[src/rtl/fmc_mailbox_if.sv]
// FMC BRAM-port bus bundle: word address, access strobe, byte
// write enables, write data and 2-cycle-latency read data.
// Ports: master = host side, slave = mailbox side.
interface fmc_mailbox_if #(
    parameter int C_ADDR_WIDTH = 12,
    parameter int C_DATA_WIDTH = 16
) ();
    logic [C_ADDR_WIDTH-1:0]   bram_addr;
    logic                      bram_en;
    logic [C_DATA_WIDTH/8-1:0] bram_we;
    logic [C_DATA_WIDTH-1:0]   bram_din;
    logic [C_DATA_WIDTH-1:0]   bram_dout;

    modport master (
        output bram_addr,
        output bram_en,
        output bram_we,
        output bram_din,
        input  bram_dout
    );

    modport slave (
        input  bram_addr,
        input  bram_en,
        input  bram_we,
        input  bram_din,
        output bram_dout
    );
endinterface

[src/rtl/fmc_mailbox.sv]
// FMC mailbox: register file on the BRAM port with a TX FIFO to m_axis,
// an RX FIFO from s_axis, and a level irq for pending RX data.
// Ports: bram_clk, bram_rstn, bram (slave bus), m_axis_*, s_axis_*, irq.
module fmc_mailbox #(
    parameter int C_ADDR_WIDTH = 12,
    parameter int C_DATA_WIDTH = 16,
    parameter int C_FIFO_DEPTH = 16
) (
    input  logic                    bram_clk,
    input  logic                    bram_rstn,
    fmc_mailbox_if.slave            bram,
    output logic [C_DATA_WIDTH-1:0] m_axis_tdata,
    output logic                    m_axis_tvalid,
    input  logic                    m_axis_tready,
    input  logic [C_DATA_WIDTH-1:0] s_axis_tdata,
    input  logic                    s_axis_tvalid,
    output logic                    s_axis_tready,
    output logic                    irq
);
    localparam int PW = $clog2(C_FIFO_DEPTH);
    localparam int LW = PW + 1;
    localparam int WW = C_DATA_WIDTH / 8;
    localparam logic [LW-1:0] FULL = LW'(C_FIFO_DEPTH);
    localparam logic [C_ADDR_WIDTH-1:0] A_ID   = C_ADDR_WIDTH'(0);
    localparam logic [C_ADDR_WIDTH-1:0] A_CTRL = C_ADDR_WIDTH'(1);
    localparam logic [C_ADDR_WIDTH-1:0] A_STAT = C_ADDR_WIDTH'(2);
    localparam logic [C_ADDR_WIDTH-1:0] A_TX   = C_ADDR_WIDTH'(3);
    localparam logic [C_ADDR_WIDTH-1:0] A_RX   = C_ADDR_WIDTH'(4);
    localparam logic [C_ADDR_WIDTH-1:0] A_SCR  = C_ADDR_WIDTH'(5);

    logic [C_DATA_WIDTH-1:0] tx_mem [C_FIFO_DEPTH];
    logic [C_DATA_WIDTH-1:0] rx_mem [C_FIFO_DEPTH];
    logic [PW-1:0] tx_wp, tx_rp, rx_wp, rx_rp;
    logic [LW-1:0] tx_cnt, rx_cnt;

    logic irq_en, tx_ovf, rx_udf, wr_err, rdy_q;
    logic [C_DATA_WIDTH-1:0] scratch;
    logic s1_vld;
    logic [C_DATA_WIDTH-1:0] s1_dat, dout_q, rd_val;

    logic tx_full, tx_empty, rx_full, rx_empty;
    logic [8:0] lvl9;
    logic [7:0] rx_level;

    logic sel_id, sel_ctrl, sel_stat, sel_tx, sel_rx, sel_scr;
    logic is_wr, is_rd, we_all, w1c;
    logic tx_flush, rx_flush;
    logic tx_push_req, tx_push, tx_pop, tx_ovf_set, wr_err_set;
    logic rx_rd, rx_push, rx_pop, rx_udf_set;

    assign tx_full  = (tx_cnt == FULL);
    assign tx_empty = (tx_cnt == '0);
    assign rx_full  = (rx_cnt == FULL);
    assign rx_empty = (rx_cnt == '0);

    // Level field is 8 bits; a 256-deep FIFO would overflow it.
    assign lvl9     = 9'(rx_cnt);
    assign rx_level = (lvl9 > 9'd255) ? 8'hFF : lvl9[7:0];

    assign sel_id   = (bram.bram_addr == A_ID);
    assign sel_ctrl = (bram.bram_addr == A_CTRL);
    assign sel_stat = (bram.bram_addr == A_STAT);
    assign sel_tx   = (bram.bram_addr == A_TX);
    assign sel_rx   = (bram.bram_addr == A_RX);
    assign sel_scr  = (bram.bram_addr == A_SCR);

    assign is_wr  = bram.bram_en && (|bram.bram_we);
    assign is_rd  = bram.bram_en && !(|bram.bram_we);
    assign we_all = &bram.bram_we;
    assign w1c    = is_wr && sel_stat && bram.bram_we[0];

    assign tx_flush = is_wr && sel_ctrl && bram.bram_we[0] && bram.bram_din[0];
    assign rx_flush = is_wr && sel_ctrl && bram.bram_we[0] && bram.bram_din[1];

    assign tx_push_req = is_wr && sel_tx && we_all;
    assign wr_err_set  = is_wr && sel_tx && !we_all;
    assign tx_pop      = m_axis_tvalid && m_axis_tready && !tx_flush;
    // A full FIFO still accepts a push when it is popped in the same cycle.
    assign tx_push     = tx_push_req && !tx_flush && (!tx_full || tx_pop);
    assign tx_ovf_set  = tx_push_req && tx_full && !tx_pop;

    assign rx_rd      = is_rd && sel_rx;
    assign rx_pop     = rx_rd && !rx_empty && !rx_flush;
    assign rx_udf_set = rx_rd && rx_empty;
    assign rx_push    = s_axis_tvalid && rdy_q && !rx_flush
                        && (!rx_full || rx_pop);

    assign m_axis_tvalid  = !tx_empty;
    assign m_axis_tdata   = tx_mem[tx_rp];
    assign s_axis_tready  = rdy_q && !rx_full;
    assign bram.bram_dout = dout_q;

    always_comb begin
        rd_val = '0;
        unique case (1'b1)
            sel_id:   rd_val = 16'h4D42;
            sel_ctrl: rd_val = {13'b0, irq_en, 2'b0};
            sel_stat: rd_val = {rx_level, 1'b0, wr_err, rx_udf, tx_ovf,
                                rx_empty, rx_full, tx_empty, tx_full};
            sel_rx:   rd_val = rx_empty ? '0 : rx_mem[rx_rp];
            sel_scr:  rd_val = scratch;
            default:  rd_val = '0;
        endcase
    end

    always_ff @(posedge bram_clk) begin
        if (tx_push) tx_mem[tx_wp] <= bram.bram_din;
        if (rx_push) rx_mem[rx_wp] <= s_axis_tdata;
    end

    always_ff @(posedge bram_clk or negedge bram_rstn) begin
        if (!bram_rstn) begin
            tx_wp   <= '0;
            tx_rp   <= '0;
            tx_cnt  <= '0;
            rx_wp   <= '0;
            rx_rp   <= '0;
            rx_cnt  <= '0;
            irq_en  <= 1'b0;
            tx_ovf  <= 1'b0;
            rx_udf  <= 1'b0;
            wr_err  <= 1'b0;
            rdy_q   <= 1'b0;
            scratch <= '0;
            s1_vld  <= 1'b0;
            s1_dat  <= '0;
            dout_q  <= '0;
            irq     <= 1'b0;
        end else begin
            rdy_q <= 1'b1;

            if (tx_flush) begin
                tx_wp  <= '0;
                tx_rp  <= '0;
                tx_cnt <= '0;
            end else begin
                if (tx_push) tx_wp <= tx_wp + PW'(1);
                if (tx_pop)  tx_rp <= tx_rp + PW'(1);
                tx_cnt <= tx_cnt + LW'(tx_push) - LW'(tx_pop);
            end

            if (rx_flush) begin
                rx_wp  <= '0;
                rx_rp  <= '0;
                rx_cnt <= '0;
            end else begin
                if (rx_push) rx_wp <= rx_wp + PW'(1);
                if (rx_pop)  rx_rp <= rx_rp + PW'(1);
                rx_cnt <= rx_cnt + LW'(rx_push) - LW'(rx_pop);
            end

            if (is_wr && sel_ctrl && bram.bram_we[0])
                irq_en <= bram.bram_din[2];

            // A new event in the clearing cycle wins over the clear.
            tx_ovf <= (tx_ovf && !(w1c && bram.bram_din[4])) || tx_ovf_set;
            rx_udf <= (rx_udf && !(w1c && bram.bram_din[5])) || rx_udf_set;
            wr_err <= (wr_err && !(w1c && bram.bram_din[6])) || wr_err_set;

            for (int b = 0; b < WW; b++) begin
                if (is_wr && sel_scr && bram.bram_we[b])
                    scratch[8*b +: 8] <= bram.bram_din[8*b +: 8];
            end

            s1_vld <= is_rd;
            if (is_rd)  s1_dat <= rd_val;
            if (s1_vld) dout_q <= s1_dat;

            irq <= irq_en && !rx_empty;
        end
    end
endmodule
[src/flat_wrapper.sv]
// flat-port wrapper written by rule: the top's interface ports become plain ports
module fmc_mailbox_flat 
#(
    parameter int C_ADDR_WIDTH = 12,
    parameter int C_DATA_WIDTH = 16,
    parameter int C_FIFO_DEPTH = 16
)
  (bram_clk, bram_rstn, m_axis_tdata, m_axis_tvalid, m_axis_tready, s_axis_tdata, s_axis_tvalid, s_axis_tready, irq, bram_bram_addr, bram_bram_en, bram_bram_we, bram_bram_din, bram_bram_dout);
  fmc_mailbox_if #(.C_ADDR_WIDTH(C_ADDR_WIDTH), .C_DATA_WIDTH(C_DATA_WIDTH)) bram_i ();
  input  logic bram_clk;
  input  logic bram_rstn;
  output logic [C_DATA_WIDTH-1:0] m_axis_tdata;
  output logic m_axis_tvalid;
  input  logic m_axis_tready;
  input  logic [C_DATA_WIDTH-1:0] s_axis_tdata;
  input  logic s_axis_tvalid;
  output logic s_axis_tready;
  output logic irq;
  input wire logic [$bits(bram_i.bram_addr)-1:0] bram_bram_addr;
  input wire logic [$bits(bram_i.bram_en)-1:0] bram_bram_en;
  input wire logic [$bits(bram_i.bram_we)-1:0] bram_bram_we;
  input wire logic [$bits(bram_i.bram_din)-1:0] bram_bram_din;
  output wire logic [$bits(bram_i.bram_dout)-1:0] bram_bram_dout;
  assign bram_i.bram_addr = bram_bram_addr;
  assign bram_i.bram_en = bram_bram_en;
  assign bram_i.bram_we = bram_bram_we;
  assign bram_i.bram_din = bram_bram_din;
  assign bram_bram_dout = bram_i.bram_dout;
  fmc_mailbox #(.C_ADDR_WIDTH(C_ADDR_WIDTH), .C_DATA_WIDTH(C_DATA_WIDTH), .C_FIFO_DEPTH(C_FIFO_DEPTH)) u_core (.bram_clk(bram_clk), .bram_rstn(bram_rstn), .bram(bram_i), .m_axis_tdata(m_axis_tdata), .m_axis_tvalid(m_axis_tvalid), .m_axis_tready(m_axis_tready), .s_axis_tdata(s_axis_tdata), .s_axis_tvalid(s_axis_tvalid), .s_axis_tready(s_axis_tready), .irq(irq));
endmodule
[config.mk]
export PLATFORM = sky130hd
export DESIGN_NAME = fmc_mailbox_flat
export DESIGN_NICKNAME = d
export VERILOG_FILES = /design/src/rtl/fmc_mailbox_if.sv /design/src/rtl/fmc_mailbox.sv /design/src/flat_wrapper.sv
export SDC_FILE = /design/constraint.sdc
export NUM_CORES = 1
export LEC_CHECK = 0
export ABC_CLOCK_PERIOD_IN_PS = 3700
export CAP_MARGIN = 20
export CORE_MARGIN = 2
export CORE_UTILIZATION = 55
export CTS_CLUSTER_DIAMETER = 50
export DETAILED_ROUTE_END_ITERATION = 6
export GPL_TIMING_DRIVEN = 0
export PLACE_DENSITY_LB_ADDON = 0.12
export RECOVER_POWER = 25
export SLEW_MARGIN = 25
export SYNTH_ARGS = -nofsm -noshare
export SYNTH_HDL_FRONTEND = slang
export SYNTH_SLANG_ARGS = --single-unit
[constraint.sdc]
create_clock -name bram_clk -period 3.7 [get_ports bram_clk]
set_clock_uncertainty 0.05 [all_clocks]
set_input_delay 0.74 -clock bram_clk [delete_from_list [all_inputs] [get_ports bram_clk]]
set_output_delay 0.74 -clock bram_clk [all_outputs]
set_load 0.05 [all_outputs]
Word-level counts from Yosys, hierarchy flattened --
Memory sizes are Yosys's and may differ from the RTL's. Cells that the tools add are included.
Storage, ports and cells: input bits 51, RAM bits 512, bits in registers 81, logic and storage cells 113, output and inout port bits 35, memories kept 2
Cells by class: reduce and logical (&&, ||, !) cells 61, mux-type cells 17, eq/ne operators 7, order comparisons 1, $add $sub $neg 8
Memories:
- u_core.rx_mem | depth 16, width 16, rd ports 1, clocked after Yosys merged registers in 0, write ports 1, RTL line fmc_mailbox.sv:32 | logic [C_DATA_WIDTH-1:0] rx_mem [C_FIFO_DEPTH];
- u_core.tx_mem | depth 16, width 16, rd ports 1, clocked after Yosys merged registers in 0, write ports 1, RTL line fmc_mailbox.sv:31 | logic [C_DATA_WIDTH-1:0] tx_mem [C_FIFO_DEPTH];
Operators by type and width (count):
- 16-bit one-hot mux with 5 select lines | 1
- 1-bit logical AND | 35
- 4-bit two-way mux | 8
- 12-bit by 2-bit equality test with 1-bit output, second input constant | 2
- 12-bit by 3-bit equality test with 1-bit output, second input constant | 2
- 4-bit by 1-bit adder with 4-bit output, second input constant | 4
- 16-bit two-way mux | 1
- 12-bit by 1-bit equality test with 1-bit output, second input constant | 1
- 1-bit logical NOT | 12
- 12-bit logical NOT | 1
- 5-bit by 1-bit adder with 5-bit output | 2
- 5-bit equality test, second input constant | 2
- 5-bit logical NOT | 2
- 5-bit two-way mux | 2
- 5-bit by 1-bit subtractor with 5-bit output | 2
- 5-bit by 8-bit greater-than comparator with 1-bit output, second input constant | 1
- 8-bit two-way mux | 1
- 2-bit nonzero test | 4
- 1-bit logical OR | 5
- 1-bit two-way mux | 4
- 2-bit AND reduction | 1
- 2-bit OR reduction | 1

Depth between registers and ports, before layout --
depth in word-level cells 12, depth in mapped cells 17, gate-level depth less buffers 16

Worst setup path after synthesis --
Ideal clock, no wire load.
path type input to register, from input bram_bram_addr[3], to memory u_core.rx_mem[3][0], enable pin, required time 3.214 ns, buffers on the path 2, library setup time 0.436 ns, cell stages on the path 6, path slack -0.575 ns, data arrival time 3.789 ns, cell sequence clkbuf_1 nor4b_1 a41oi_1 a211o_1 buf_2 nor4b_1
On the way: word-level cells in the longest chain between the ends 10, elaborated cells between the ends (all ways) 14, those cells by class eq/ne: 2; mux: 2; reduce/logical: 10
Ends and longest elaborated chain:
- start: declaration | RTL line flat_wrapper.sv:19 | input wire logic [$bits(bram_i.bram_addr)-1:0] bram_bram_addr;
- 12-bit by 1-bit equality test with 1-bit output | RTL line fmc_mailbox.sv:61 | assign sel_ctrl = (bram.bram_addr == A_CTRL);
- 1-bit logical AND (3 in series) | RTL line fmc_mailbox.sv:73 | assign rx_flush = is_wr && sel_ctrl && bram.bram_we[0] && bram.bram_din[1];
- 1-bit logical NOT | RTL line fmc_mailbox.sv:83, fmc_mailbox.sv:85
- 1-bit logical AND | RTL line fmc_mailbox.sv:83 | assign rx_pop = rx_rd && !rx_empty && !rx_flush;
- 1-bit logical OR | RTL line fmc_mailbox.sv:86 | && (!rx_full || rx_pop);
- 1-bit logical AND * | RTL line fmc_mailbox.sv:86
- 1-bit two-way mux * | RTL line fmc_mailbox.sv:108 | if (rx_push) rx_mem[rx_wp] <= s_axis_tdata;
- 1-bit two-way mux (not written as such) * | RTL line fmc_mailbox.sv:108
- end: declaration | RTL line fmc_mailbox.sv:32
Every way passes the cells marked *; elsewhere a longest branch is shown, timed or not.

Worst setup path after layout --
from register u_core.tx_rp[2], to output m_axis_tdata[14]
On the way: word-level cells in the longest chain between the ends 1
Ends and longest elaborated chain:
- start: declaration | RTL line fmc_mailbox.sv:33 | logic [PW-1:0] tx_wp, tx_rp, rx_wp, rx_rp;
- start signal: assignment | RTL line fmc_mailbox.sv:138 | if (tx_pop) tx_rp <= tx_rp + PW'(1);
- memory read 16 x 16 bit
- end: declaration | RTL line flat_wrapper.sv:12 | output logic [C_DATA_WIDTH-1:0] m_axis_tdata;
No other way between the ends.

==> flow_summary.html <==
<table>
<tr><th>Metric</th><th>Value</th></tr>
<tr><th colspan="2">Yosys</th></tr>
<tr><td>Net count after synthesis</td><td>1384</td></tr>
<tr><td>Ranking of synthesized cells by instance count</td><td>sky130_fd_sc_hd__edfxtp_1 (512), sky130_fd_sc_hd__mux4_2 (97), sky130_fd_sc_hd__dfrtp_1 (81)</td></tr>
<tr><td>Library cell with the highest instance count after synthesis</td><td>sky130_fd_sc_hd__edfxtp_1</td></tr>
<tr><td>Summed instance area of the synthesized netlist</td><td>roughly 24000 sq um</td></tr>
<tr><td>EDFF count, synth</td><td>~510</td></tr>
<tr><td>Synthesis-stage register bit count</td><td>593</td></tr>
<tr><td>Number of warning messages in the yosys log</td><td>0</td></tr>
<tr><td>Async S/R FF share, synth</td><td>0.137</td></tr>
<tr><td>Gate count of the mapped netlist</td><td>1309</td></tr>
<tr><td>Post-synthesis sequential area ratio</td><td>0.732</td></tr>
<tr><td>Post-synthesis area per instance</td><td>18.2 sq um</td></tr>
<tr><td>Top area cells in the synthesized netlist</td><td>sky130_fd_sc_hd__edfxtp_1 (65%), sky130_fd_sc_hd__mux4_2 (9.2%), sky130_fd_sc_hd__dfrtp_1 (8.5%)</td></tr>
<tr><td>Count of cell types in the netlist</td><td>a little under 60</td></tr>
<tr><td>Cell type with the highest aggregate area in the netlist</td><td>sky130_fd_sc_hd__edfxtp_1</td></tr>
<tr><td>Dominant synthesized flop cell</td><td>sky130_fd_sc_hd__edfxtp_1</td></tr>
<tr><td>Area share of the largest cell type after synthesis</td><td>0.646</td></tr>
<tr><th colspan="2">Clocking</th></tr>
<tr><td>Number of buffers between clock root and the deepest sink</td><td>3</td></tr>
<tr><td>Later-pin clock latency in the skew report</td><td>around 0.6 ns</td></tr>
<tr><td>Clock transition at the register clock pins on the worst setup and hold paths after CTS</td><td>approximately 0.060 ns</td></tr>
<tr><td>Number of buffers created by CTS</td><td>60</td></tr>
<tr><td>Hold buffer count at CTS</td><td>0</td></tr>
<tr><td>CTS Root Cell</td><td>sky130_fd_sc_hd__clkbuf_16</td></tr>
<tr><td>CTS tree</td><td>built</td></tr>
<tr><td>Total number of H-tree levels</td><td>2</td></tr>
<tr><td>Clock Sink Count</td><td>593</td></tr>
<tr><th colspan="2">Worst setup path</th></tr>
<tr><td>Worst endpoint data arrival time</td><td>around 2.8 ns</td></tr>
<tr><td>Critical register-to-register path endpoint</td><td>u_core.tx_cnt[4]$_DFF_PN0_</td></tr>
<tr><td>Max FO, Critical Path</td><td>10</td></tr>
<tr><td>Worst path most repeated cell</td><td>sky130_fd_sc_hd__clkbuf_2</td></tr>
<tr><td>Highest-delay cell along the critical path</td><td>sky130_fd_sc_hd__a221oi_2</td></tr>
<tr><td>Critical path cell sequence</td><td>clkbuf_2 &gt; nor2b_2 &gt; clkbuf_2 &gt; a221oi_2 &gt; o21ai_0 &gt; nand2_1 &gt; clkdlybuf4s15_2</td></tr>
<tr><td>Crit path capture type</td><td>primary output</td></tr>
<tr><td>Minimum setup slack among reg-to-reg paths</td><td>around 0.28 ns</td></tr>
<tr><td>Startpoint Class</td><td>flop</td></tr>
<tr><td>FF-to-FF Start</td><td>u_core.tx_cnt[2]$_DFF_PN0_</td></tr>
<tr><td>Logic depth of the worst register-to-register path</td><td>17</td></tr>
<tr><td>Largest stage delay on the critical path</td><td>0.42 ns</td></tr>
<tr><td>Critical path class</td><td>reg -&gt; out</td></tr>
<tr><td>WP data required</td><td>between 2 and 3 ns</td></tr>
<tr><th colspan="2">Cells and area</th></tr>
<tr><td>Antenna cells</td><td>0</td></tr>
<tr><td>Final net count</td><td>1565</td></tr>
<tr><td>Footprint of the multi-input gates</td><td>6260 sq um</td></tr>
<tr><td>Fillcell total</td><td>roughly 3000</td></tr>
<tr><td>Layout cells sized above 1</td><td>0.242</td></tr>
<tr><td>Register Area</td><td>17400 sq um</td></tr>
<tr><td>Area delta synth-&gt;final</td><td>17.4%</td></tr>
<tr><th colspan="2">STA</th></tr>
<tr><td>Fin. Hold Viols</td><td>0</td></tr>
<tr><td>Min setup slack post-route</td><td>just over 0.08 ns</td></tr>
<tr><td>Max Freq</td><td>276 MHz</td></tr>
<tr><td>Setup-violating endpoint count in the final report</td><td>0</td></tr>
<tr><td>Slew at the pin with the worst max-slew slack</td><td>about 1.8 ns</td></tr>
<tr><td>Minimum period implied by the final worst setup slack</td><td>around 3.6 ns</td></tr>
<tr><td>Setup repair after global routing missed its margin</td><td>true</td></tr>
<tr><td>Max Transition Viols Final</td><td>33</td></tr>
<tr><td>Portion of the clock cycle consumed by the worst path in the final layout</td><td>0.978</td></tr>
<tr><td>Worst rel slew slack</td><td>-0.182</td></tr>
<tr><td>Post-route worst hold slack</td><td>approximately 0.43 ns</td></tr>
<tr><th colspan="2">Place</th></tr>
<tr><td>Setup slack after placement</td><td>-1.17 ns</td></tr>
<tr><td>Count of input and output buffers</td><td>85</td></tr>
<tr><td>DPL Wire Length</td><td>between 30000 and 40000 um</td></tr>
<tr><td>Gpl congestion</td><td>0.821</td></tr>
<tr><th colspan="2">Job</th></tr>
<tr><td>Number of max-cap violations</td><td>1</td></tr>
<tr><th colspan="2">Min path</th></tr>
<tr><td>Hold-critical path endpoint</td><td>u_core.s1_dat[15]$_DFFE_PN0P_</td></tr>
<tr><td>Worst min path class</td><td>reg -&gt; reg</td></tr>
<tr><td>Hold Path Cell Cnt</td><td>2</td></tr>
<tr><td>Worst Min Path Start</td><td>u_core.s1_dat[15]$_DFFE_PN0P_</td></tr>
<tr><th colspan="2">Detailed routing</th></tr>
<tr><td>Initial DRC count</td><td>1045</td></tr>
<tr><td>Average via count per standard cell</td><td>around 6.0</td></tr>
<tr><td>Routed len/inst</td><td>25.6 um</td></tr>
<tr><td>Detailed Routing Iterations Pass 1</td><td>5</td></tr>
<tr><td>Drt drc</td><td>0</td></tr>
<tr><td>Overall routed net length</td><td>around 54000 um</td></tr>
<tr><td>Routed vias</td><td>about 13000</td></tr>
<tr><td>Number of routed nets with antenna violations</td><td>0</td></tr>
<tr><th colspan="2">Global routing</th></tr>
<tr><td>Pin count of the biggest net entering global routing</td><td>just over 50</td></tr>
<tr><td>Global-route wire length before repair</td><td>between 80000 and 90000 um</td></tr>
<tr><td>Combined global-route utilization of all metal layers</td><td>0.249</td></tr>
<tr><td>Antenna violations before repair</td><td>2</td></tr>
<tr><td>Vias in the first global route</td><td>approximately 13000</td></tr>
<tr><td>GR Overflow Total</td><td>0</td></tr>
<tr><th colspan="2">Die</th></tr>
<tr><td>Area of the core</td><td>approximately 43000 sq um</td></tr>
<tr><td>Number of standard-cell rows in the floorplan</td><td>76</td></tr>
<tr><td>Die extent in x</td><td>212 um</td></tr>
<tr><td>Starting Density</td><td>0.555</td></tr>
<tr><td>Die outline area</td><td>44900 sq um</td></tr>
<tr><td>I/O pin count</td><td>between 80 and 90</td></tr>
<tr><td>Die height</td><td>212 um</td></tr>
<tr><th colspan="2">Power and ir drop</th></tr>
<tr><td>Clock network fraction of total power</td><td>0.330</td></tr>
<tr><td>Internal portion of total power</td><td>approximately 13 mW</td></tr>
<tr><td>Pwr Density</td><td>approximately 640 nW/um^2</td></tr>
<tr><td>Net switching component of the power</td><td>5.34 mW</td></tr>
<tr><td>Share of total power consumed by net switching</td><td>0.298</td></tr>
<tr><td>Reported leakage power</td><td>9.66 nW</td></tr>
<tr><td>Maximum resistive drop on vdd</td><td>between 0.4 and 0.5 mV</td></tr>
<tr><td>Comb pwr share</td><td>0.238</td></tr>
<tr><td>Overall power consumption</td><td>17.9 mW</td></tr>
<tr><td>Sequential share of power</td><td>0.431</td></tr>
<tr><th colspan="2">Run status</th></tr>
<tr><td>Violations in the final reports</td><td>max-capacitance violations, max-slew violations</td></tr>
<tr><td>Result of the run</td><td>finished with violations</td></tr>
</table>
-- how the worst max path moves through the flow --
stage	startpoint	end	slack [ns]	depth (start not counted)
final	u_core.tx_rp[2]$_DFFE_PN0P_	m_axis_tdata[14]	0.08	7
after global routing	u_core.tx_rp[2]$_DFFE_PN0P_	m_axis_tdata[14]	-0.07	7
after CTS	bram_bram_addr[1]	u_core.rx_cnt[4]$_DFF_PN0_	-0.04	15
after detailed placement	bram_bram_addr[9]	u_core.rx_cnt[4]$_DFF_PN0_	-1.17	14
after global placement	bram_bram_addr[2]	u_core.rx_mem[1][12]$_DFFE_PP_	-3.51	6
after floorplan	bram_bram_addr[3]	u_core.rx_mem[0][0]$_DFFE_PP_	-0.41	5
-- layout make-up --
| type | instances | area share |
|---|---|---|
| multi-input cells | 623 | 0.224 |
| repair buffers | 122 | 0.0426 |
| inverters | 26 | 0.00349 |
| well taps | 585 | 0.0262 |
| clock inverters | 33 | 0.0115 |
| plain buffers | 64 | 0.0116 |
| flip-flops and latches | 593 | 0.623 |
| clock buffers | 77 | 0.0575 |
-- cells by family after synthesis --
kind of cell / count (synthesis) / share of synthesized area
xor gates and xnor gates: 17 / 0.00626
and+or+nand+nor: 203 / 0.0462
buffers and inverters: 93 / 0.0161
muxes: 197 / 0.137
adders and majority gates: 24 / 0.0133
other: 1 / 0.000158
DFF: 593 / 0.732
AOI/OAI and AO/OA: 181 / 0.0498
-- through the flow --
stage	cells	util	setup TNS [ns]	area, sq um
finish	2123	0.651	0	27900
detailed placement	2008	0.601	-208.94	25800
floorplan	1309	-	-19.58	23800
CTS	2118	0.649	-0.0490	27800
global route	2123	0.651	-0.151	27900
global placement	1979	0.592	-658.77	25400
-- registers in the layout, summed over array words and instances (netlist names), 4 cells and up --
signal                 flops
u_core.rx_mem            256
u_core.bram.bram_dout     16
u_core.scratch            16
u_core.tx_rp               4
u_core.rx_cnt              5
u_core.tx_wp               4
u_core.tx_cnt              5
u_core.tx_mem            256
u_core.s1_dat             16
u_core.rx_wp               4
u_core.rx_rp               4
-- routing by layer --
metal | global-route usage | wire [um] | share of wire | vias up
li1 | - | - | - | 5626
met1 | 0.323 | 21900 | 0.40 | 6644
met2 | 0.444 | 28500 | 0.53 | 363
met3 | 0.0355 | 2700 | 0.050 | 83
met4 | 0.0656 | 1080 | 0.020 | 4
met5 | 0 | 23 | 0.00042 | -
-- cell usage in the layout, fill, tap and decap left out, types with 14 or more instances in the layout --
cell type and count:
sky130_fd_sc_hd__inv_1 26, sky130_fd_sc_hd__buf_2 25, sky130_fd_sc_hd__a22oi_1 47, sky130_fd_sc_hd__ha_1 22, sky130_fd_sc_hd__o21ai_0 46, sky130_fd_sc_hd__and3_1 19, sky130_fd_sc_hd__nand2_1 67, sky130_fd_sc_hd__edfxtp_1 512
sky130_fd_sc_hd__buf_4 29, sky130_fd_sc_hd__mux4_2 97, sky130_fd_sc_hd__dfrtp_1 79, sky130_fd_sc_hd__mux2i_1 51, sky130_fd_sc_hd__mux2_2 49, sky130_fd_sc_hd__a21oi_1 42, sky130_fd_sc_hd__nand3_1 14, sky130_fd_sc_hd__clkdlybuf4s50_1 53
sky130_fd_sc_hd__dlygate4sd3_1 14, sky130_fd_sc_hd__clkbuf_16 61, sky130_fd_sc_hd__clkbuf_1 42, sky130_fd_sc_hd__nor2_1 35
-- power by group through the flow --
stage / sequential (mW) / combinational [mW] / clock (mW)
after global routing: 7.74 / 4.58 / 6.27
final: 7.72 / 4.26 / 5.91
after floorplan: 7.82 / 2.77 / 0
after CTS: 7.72 / 4.23 / 5.99
after global placement: 7.81 / 4.08 / 0
after detailed placement: 7.82 / 4.23 / 0
-- what timing repair did --
action                                  4_1_cts  5_1_grt
pin swaps                                     1        3
cloned                                        0        0
resized for setup                            90       26
hold endpoints to repair                      0        0
endpoints found under the setup margin       48       41
setup buffers                                 3        5
-- critical path, delay by kind of cell (launching register included) --
family	cells	cell delay (ns)
compound gates	2	0.56
buf+inv	3	0.89
simple gates	2	0.40
flops	1	0.37
Note: power is estimated with default switching activity, not from simulation.
